`src/rtl/cpu_bus_responder.sv`:
```
// Memory-side responder for the 4-bit CPU nibble bus: program memory, data RAM and
// a nibble-stream program loader that holds the CPU in reset while it fills memory.
module cpu_bus_responder #(
    parameter int unsigned PROG_WORDS = 16
) (
    input  logic       clk_i,
    input  logic       rst_i,
    input  logic [7:0] bus_addr_i,
    input  logic [3:0] bus_ctl_i,
    input  logic [3:0] bus_wdata_i,
    output logic [3:0] bus_rdata_o,
    output logic       cpu_rst_o,
    input  logic [3:0] prog_data_i,
    input  logic       prog_valid_i,
    output logic       prog_ready_o,
    input  logic       prog_done_i,
    input  logic       prog_start_i,
    output logic       bus_err_o
);

    localparam int unsigned AW = (PROG_WORDS > 1) ? $clog2(PROG_WORDS) : 1;

    typedef enum logic [0:0] {StLoading, StRun} state_e;

    state_e          state_q, state_d;
    logic [AW-1:0]   word_q, word_d;
    logic [1:0]      nib_q, nib_d;
    logic            err_q, err_d;
    logic            pm_we, dm_we;
    logic [11:0]     pmem_q [PROG_WORDS];
    logic [3:0]      dram_q [16];

    logic [1:0]      phase;
    logic [1:0]      cls;
    logic [AW-1:0]   fetch_idx;
    logic [11:0]     fetch_word;
    logic            last_nib;

    assign phase      = bus_ctl_i[1:0];
    assign cls        = bus_ctl_i[3:2];
    // Upper word-index bits beyond the memory depth simply wrap.
    assign fetch_idx  = AW'({bus_addr_i, bus_ctl_i[3:2]});
    assign fetch_word = pmem_q[fetch_idx];
    assign last_nib   = (word_q == AW'(PROG_WORDS - 1)) && (nib_q == 2'd2);

    always_comb begin
        state_d = state_q;
        word_d  = word_q;
        nib_d   = nib_q;
        err_d   = err_q;
        pm_we   = 1'b0;
        dm_we   = 1'b0;
        case (state_q)
            StLoading: begin
                if (prog_valid_i) begin
                    pm_we = 1'b1;
                    if (nib_q == 2'd2) begin
                        nib_d  = 2'd0;
                        word_d = word_q + 1'b1;
                    end else begin
                        nib_d = nib_q + 2'd1;
                    end
                    if (last_nib) begin
                        state_d = StRun;
                    end
                end
                if (prog_done_i) begin
                    state_d = StRun;
                end
            end
            default: begin
                if (prog_start_i) begin
                    state_d = StLoading;
                    word_d  = '0;
                    nib_d   = 2'd0;
                    err_d   = 1'b0;
                end else if (phase == 2'b11) begin
                    if (cls[1]) begin
                        err_d = 1'b1;
                    end else if (!cls[0]) begin
                        dm_we = 1'b1;
                    end
                end
            end
        endcase
    end

    always_comb begin
        bus_rdata_o = 4'h0;
        if (state_q == StRun) begin
            if (phase != 2'b11) begin
                case (phase)
                    2'b00:   bus_rdata_o = fetch_word[3:0];
                    2'b01:   bus_rdata_o = fetch_word[7:4];
                    default: bus_rdata_o = fetch_word[11:8];
                endcase
            end else if (cls == 2'b01) begin
                bus_rdata_o = dram_q[bus_addr_i[3:0]];
            end
        end
    end

    assign cpu_rst_o    = (state_q == StLoading);
    assign prog_ready_o = (state_q == StLoading) && !rst_i;
    assign bus_err_o    = err_q;

    always_ff @(posedge clk_i) begin
        if (rst_i) begin
            state_q <= StLoading;
            word_q  <= '0;
            nib_q   <= 2'd0;
            err_q   <= 1'b0;
            for (int i = 0; i < int'(PROG_WORDS); i++) begin
                pmem_q[i] <= '0;
            end
            for (int i = 0; i < 16; i++) begin
                dram_q[i] <= '0;
            end
        end else begin
            state_q <= state_d;
            word_q  <= word_d;
            nib_q   <= nib_d;
            err_q   <= err_d;
            if (pm_we) begin
                case (nib_q)
                    2'd0:    pmem_q[word_q][3:0]  <= prog_data_i;
                    2'd1:    pmem_q[word_q][7:4]  <= prog_data_i;
                    default: pmem_q[word_q][11:8] <= prog_data_i;
                endcase
            end
            if (dm_we) begin
                dram_q[bus_addr_i[3:0]] <= bus_wdata_i;
            end
        end
    end

endmodule

```
`config.mk`:
```
export PLATFORM = sky130hd
export DESIGN_NAME = cpu_bus_responder
export DESIGN_NICKNAME = d
export VERILOG_FILES = /design/src/rtl/cpu_bus_responder.sv
export SDC_FILE = /design/constraint.sdc
export NUM_CORES = 1
export LEC_CHECK = 0
export ABC_AREA = 1
export CAP_MARGIN = 20
export CORE_MARGIN = 2
export CORE_UTILIZATION = 45
export CTS_CLUSTER_SIZE = 10
export DETAILED_ROUTE_END_ITERATION = 10
export GPL_ROUTABILITY_DRIVEN = 0
export PLACE_DENSITY = 0.64
export SETUP_SLACK_MARGIN = 0.1
export SKIP_CTS_REPAIR_TIMING = 1
export SLEW_MARGIN = 20
export SYNTH_ARGS = -nofsm -noshare
export SYNTH_HDL_FRONTEND = slang
export SYNTH_SLANG_ARGS = --single-unit
export TNS_END_PERCENT = 5
```
`constraint.sdc`:
```
create_clock -name clk_i -period 3 [get_ports clk_i]
set_input_delay 0.6 -clock clk_i [delete_from_list [all_inputs] [get_ports clk_i]]
set_output_delay 0.6 -clock clk_i [all_outputs]
set_load 0.1 [all_outputs]
```
==> results of run 1 <==
==> per-layer routing <==
layer	global-route usage	part of all wire	up-vias
met5	0	0	-
li1	-	-	4802
met4	0.07161	0.030	0
met2	0.3850	0.49	380
met3	0.02976	0.066	72
met1	0.2894	0.42	4599
==> flip-flops by register name (all words and copies together) (netlist names) <==
| name | flops |
|---|---|
| bus_err_o | 1 |
| dram_q | 64 |
| nib_q | 2 |
| pmem_q | 192 |
| state_q | 1 |
| word_q | 4 |
==> worst paths after layout <==
| check | end | slack [ns] |
|---|---|---|
| worst max-delay path | bus_rdata_o[3] | 0.16 |
| worst min-delay path | word_q[0]$_SDFFE_PP0P_ | 0.51 |
| worst max register to register | dram_q[0][2]$_SDFFCE_PN0P_ | 0.78 |
| worst min register to register | word_q[0]$_SDFFE_PP0P_ | 0.51 |
==> synth_stat cells (all sizes together) <==
library cell and instances:
nor3 7, nand2 552, ha 4, edfxtp 256
nand3 72, o21ai 18, o211ai 4, clkinv 1
dfxtp 8, buf 32, inv 111, or2 1
nand4 1, a22oi 9, a31oi 3, nor2 317
a21oi 22, clkbuf 38
==> layout make-up <==
| cell class | instances | area, um2 |
|---|---|---|
| Clock inverter | 1 | 16.27 |
| Sequential cell | 264 | 7848 |
| Fill cell | 2572 | 12710 |
| Timing Repair Buffer | 111 | 1200 |
| Tap cell | 378 | 473.0 |
| Clock buffer | 47 | 814.5 |
| Multi-Input combinational cell | 1012 | 4290 |
| Inverter | 112 | 431.7 |
==> per-stage QoR <==
step	area, um2	instances
global placement	13810	1858
CTS	14640	1906
global route	15070	1925
finish	15070	1925
detailed placement	13810	1858
floorplan	12720	1456
==> placed cells by master, fill, tap and decap left out, types with 2 or more instances in the layout <==
| cell type | instances |
|---|---|
| a21oi_1 | 14 |
| a21oi_2 | 5 |
| a21oi_4 | 3 |
| a22oi_1 | 9 |
| a31oi_1 | 3 |
| buf_12 | 17 |
| buf_4 | 62 |
| buf_6 | 9 |
| clkbuf_1 | 17 |
| clkbuf_16 | 34 |
| clkdlybuf4s50_1 | 13 |
| clkinv_1 | 3 |
| dfxtp_1 | 8 |
| dlymetal6s2s_1 | 3 |
| edfxtp_1 | 256 |
| ha_1 | 4 |
| inv_1 | 101 |
| inv_2 | 5 |
| nand2_1 | 536 |
| nand2_2 | 16 |
| nand3_1 | 62 |
| nand3_2 | 10 |
| nor2_1 | 305 |
| nor2_2 | 8 |
| nor2_4 | 5 |
| nor3_1 | 5 |
| nor3_4 | 2 |
| o211ai_1 | 4 |
| o21ai_0 | 10 |
| o21ai_1 | 6 |
| o21ai_2 | 2 |
==> cell families after synthesis <==
group / after synthesis
AO/OA/AOI/OAI: 56
adder cells (fa/ha/maj): 4
buffers and inverters: 182
flip-flops: 264
AND/OR/NAND/NOR: 950
==> worst max-delay path, delay by kind of cell <==
kind | cells | cell delay [ns]
AOI/OAI and AO/OA | 2 | 0.20
buffers and inverters | 5 | 0.64
and+or+nand+nor | 7 | 0.79
==> power by group <==
part | leakage [nW] | switching [W] | internal [W]
registers | 2.67 | 0.0000421 | 0.00417
clock network | 0.397 | 0.00136 | 0.00183
logic | 3.47 | 0.000558 | 0.000270
total | 6.53 | 0.00196 | 0.00627
==> impl_results.html, run 1 <==
<table>
<tr><th>Metric</th><th>Value</th></tr>
<tr><th colspan="2">Critical path</th></tr>
<tr><td>CP Data Arrival Time</td><td>2.24 ns</td></tr>
<tr><td>Critical path capture point type</td><td>output port</td></tr>
<tr><td>Crit-path max cell delay</td><td>0.23 ns</td></tr>
<tr><td>Depth of the worst register-to-register path</td><td>7</td></tr>
<tr><td>Cells along the critical path</td><td>buf_6 &gt; buf_6 &gt; buf_6 &gt; buf_6 &gt; nor2_4 &gt; nand2_1 &gt; nand2_1 &gt; o21ai_1 &gt; nand2_1 &gt; nor2_4 &gt; nor2_2 &gt; nor2_2 &gt; a21oi_4 &gt; buf_12</td></tr>
<tr><td>Most common cell type on the critical path</td><td>buf_6</td></tr>
<tr><td>Required time at the worst-slack endpoint</td><td>between 2 and 2.5 ns</td></tr>
<tr><td>Startpoint type of the worst setup path</td><td>primary input</td></tr>
<tr><td>Crit Path Category</td><td>primary input to output port</td></tr>
<tr><td>Crit. Startpoint</td><td>bus_addr_i[0]</td></tr>
<tr><td>Library cell contributing the largest single delay on the critical path</td><td>nor2_4</td></tr>
<tr><td>Maximum fanout along the worst path</td><td>6</td></tr>
<tr><td>Critical register-to-register path startpoint</td><td>state_q$_SDFF_PP0_</td></tr>
<tr><th colspan="2">STA</th></tr>
<tr><td>Period minus WS final</td><td>2.845 ns</td></tr>
<tr><td>Sum Neg Setup Slack</td><td>0 ns</td></tr>
<tr><td>Final Cycle Share</td><td>0.9482</td></tr>
<tr><td>WHS</td><td>0.5071 ns</td></tr>
<tr><td>Count of endpoints failing setup in the final report</td><td>0</td></tr>
<tr><td>Worst setup margin</td><td>0.1554 ns</td></tr>
<tr><td>Number of hold violations in the final report</td><td>0</td></tr>
<tr><td>Highest clock rate</td><td>0.3515 GHz</td></tr>
<tr><td>Pin slew with the least headroom to its limit</td><td>slightly above 0.7 ns</td></tr>
<tr><td>Skew final</td><td>0.01791 ns</td></tr>
<tr><td>Final count of pins violating max slew</td><td>0</td></tr>
<tr><td>RSZ-0062 raised after global routing</td><td>true</td></tr>
<tr><td>Slew headroom</td><td>0.5279</td></tr>
<tr><th colspan="2">Route</th></tr>
<tr><td>Remaining design rule violation count</td><td>0</td></tr>
<tr><td>Total number of vias</td><td>9853</td></tr>
<tr><td>Number of iterations in the first detailed-routing pass</td><td>5</td></tr>
<tr><td>Number of nets with antenna violations after detailed routing</td><td>0</td></tr>
<tr><td>Initial detailed-routing violation count</td><td>794</td></tr>
<tr><td>Wire length reported by the detailed router</td><td>33.20 mm</td></tr>
<tr><td>Via count normalized by instance count</td><td>5.118</td></tr>
<tr><td>Drt wl/cell</td><td>around 17 um</td></tr>
<tr><th colspan="2">Logic synthesis</th></tr>
<tr><td>Ranking of synthesized cells by area</td><td>edfxtp_1, nand2_1, nor2_1</td></tr>
<tr><td>Netlist Area Pre-Place</td><td>roughly 0.013 mm2</td></tr>
<tr><td>Area share of the largest cell type after synthesis</td><td>0.6053</td></tr>
<tr><td>Sequential share of the synthesized area</td><td>0.6179</td></tr>
<tr><td>Synthesized-area fraction occupied by ao, oa, aoi and oai cells</td><td>0.02493</td></tr>
<tr><td>Register bit total from synthesis</td><td>roughly 260</td></tr>
<tr><td>Mux share of post-synthesis cell area</td><td>0</td></tr>
<tr><td>Synth Warn #</td><td>0</td></tr>
<tr><td>Post-synth top area cell</td><td>edfxtp_1</td></tr>
<tr><td>Share of synthesized cell area in full adder, half adder and majority cells</td><td>0.003941</td></tr>
<tr><td>Xor and xnor fraction of the mapped netlist area</td><td>0</td></tr>
<tr><td>Post-synth cell types</td><td>28</td></tr>
<tr><td>Average instance area after synthesis</td><td>between 8 and 9 um2</td></tr>
<tr><td>Synth Area in Simple Gates</td><td>0.2950</td></tr>
<tr><td>Largest family of logic cells by synthesized area</td><td>simple AND/OR/NAND/NOR gates</td></tr>
<tr><td>Total nets after synthesis</td><td>1485</td></tr>
<tr><td>Cell count after synthesis</td><td>1456</td></tr>
<tr><th colspan="2">Floorplanning</th></tr>
<tr><td>Die extent in x</td><td>approximately 170 um</td></tr>
<tr><td>Initial core utilization</td><td>0.4571</td></tr>
<tr><td>Site Rows</td><td>61</td></tr>
<tr><td>Core area</td><td>roughly 0.028 mm2</td></tr>
<tr><td>Die ar.</td><td>0.02958 mm2</td></tr>
<tr><td>Die Height</td><td>172.0 um</td></tr>
<tr><td>Count of boundary I/O pins</td><td>32</td></tr>
<tr><th colspan="2">GRT</th></tr>
<tr><td>Global-route wire length before repair</td><td>50.03 mm</td></tr>
<tr><td>Total routing resource utilization after global routing</td><td>0.2220</td></tr>
<tr><td>Via count of the first global-routing pass</td><td>around 9500</td></tr>
<tr><td>Final global-route overflow total</td><td>0</td></tr>
<tr><td>Antenna violations before repair</td><td>0</td></tr>
<tr><td>Largest net degree at the start of global routing</td><td>49</td></tr>
<tr><th colspan="2">Job</th></tr>
<tr><td>Count of maximum capacitance violations</td><td>0</td></tr>
<tr><th colspan="2">Worst hold path</th></tr>
<tr><td>Type of the tightest min-delay check</td><td>flip-flop to flip-flop</td></tr>
<tr><td>Worst hold start</td><td>word_q[0]$_SDFFE_PP0P_</td></tr>
<tr><td>Number of cells on the worst hold path</td><td>1</td></tr>
<tr><th colspan="2">Cells and area</th></tr>
<tr><td>Net total in the final layout</td><td>1560</td></tr>
<tr><td>Fraction of layout instances using a drive strength above 1</td><td>0.1202</td></tr>
<tr><td>Area growth, synth to finish</td><td>18.69%</td></tr>
<tr><td>ANT cells</td><td>0</td></tr>
<tr><td>Fraction of the core area covered by cells at the end of the flow</td><td>0.5426</td></tr>
<tr><th colspan="2">Place</th></tr>
<tr><td>Number of buffers added on ports</td><td>27</td></tr>
<tr><td>Worst setup timing slack at the placement stage</td><td>-0.2499 ns</td></tr>
<tr><td>Sum of net half-perimeters after detailed placement</td><td>21.49 mm</td></tr>
<tr><th colspan="2">Clocking</th></tr>
<tr><td>TritonCTS clock tree</td><td>built</td></tr>
<tr><td>Clock Tree Root</td><td>clkbuf_16</td></tr>
<tr><td>Number of clock sinks</td><td>264</td></tr>
<tr><td>Clk Latency, worst-skew pair</td><td>0.56 ns</td></tr>
<tr><td>Clock input transition at the sequential cells of the worst setup and hold paths</td><td>0.06 ns</td></tr>
<tr><td>Inserted Clock Buffers</td><td>30</td></tr>
<tr><td>Maximum buffer depth of the clock tree</td><td>3</td></tr>
<tr><td>H-tree Lvls</td><td>1</td></tr>
<tr><th colspan="2">Power</th></tr>
<tr><td>Worst vdd ir</td><td>473.8 uV</td></tr>
<tr><td>Total Power</td><td>0.008234 W</td></tr>
<tr><td>Leakage Power</td><td>6.531 nW</td></tr>
<tr><td>Power density over the cells</td><td>546.2 mW/mm2</td></tr>
<tr><th colspan="2">Outcome</th></tr>
<tr><td>Outcome</td><td>finished, final reports clean</td></tr>
</table>
Power figures use the tool's default switching activity.
==> inputs of run 2 (changes only) <==
- HOLD_SLACK_MARGIN: unset -> 0.1
==> results of run 2 <==
Final layout, timing and power as in run 1 (identical DEF).
==> inputs of run 3 (changes only) <==
- SLEW_MARGIN: 20 -> 0
==> results of run 3 <==
Final layout, timing and power as in run 1 (identical DEF).
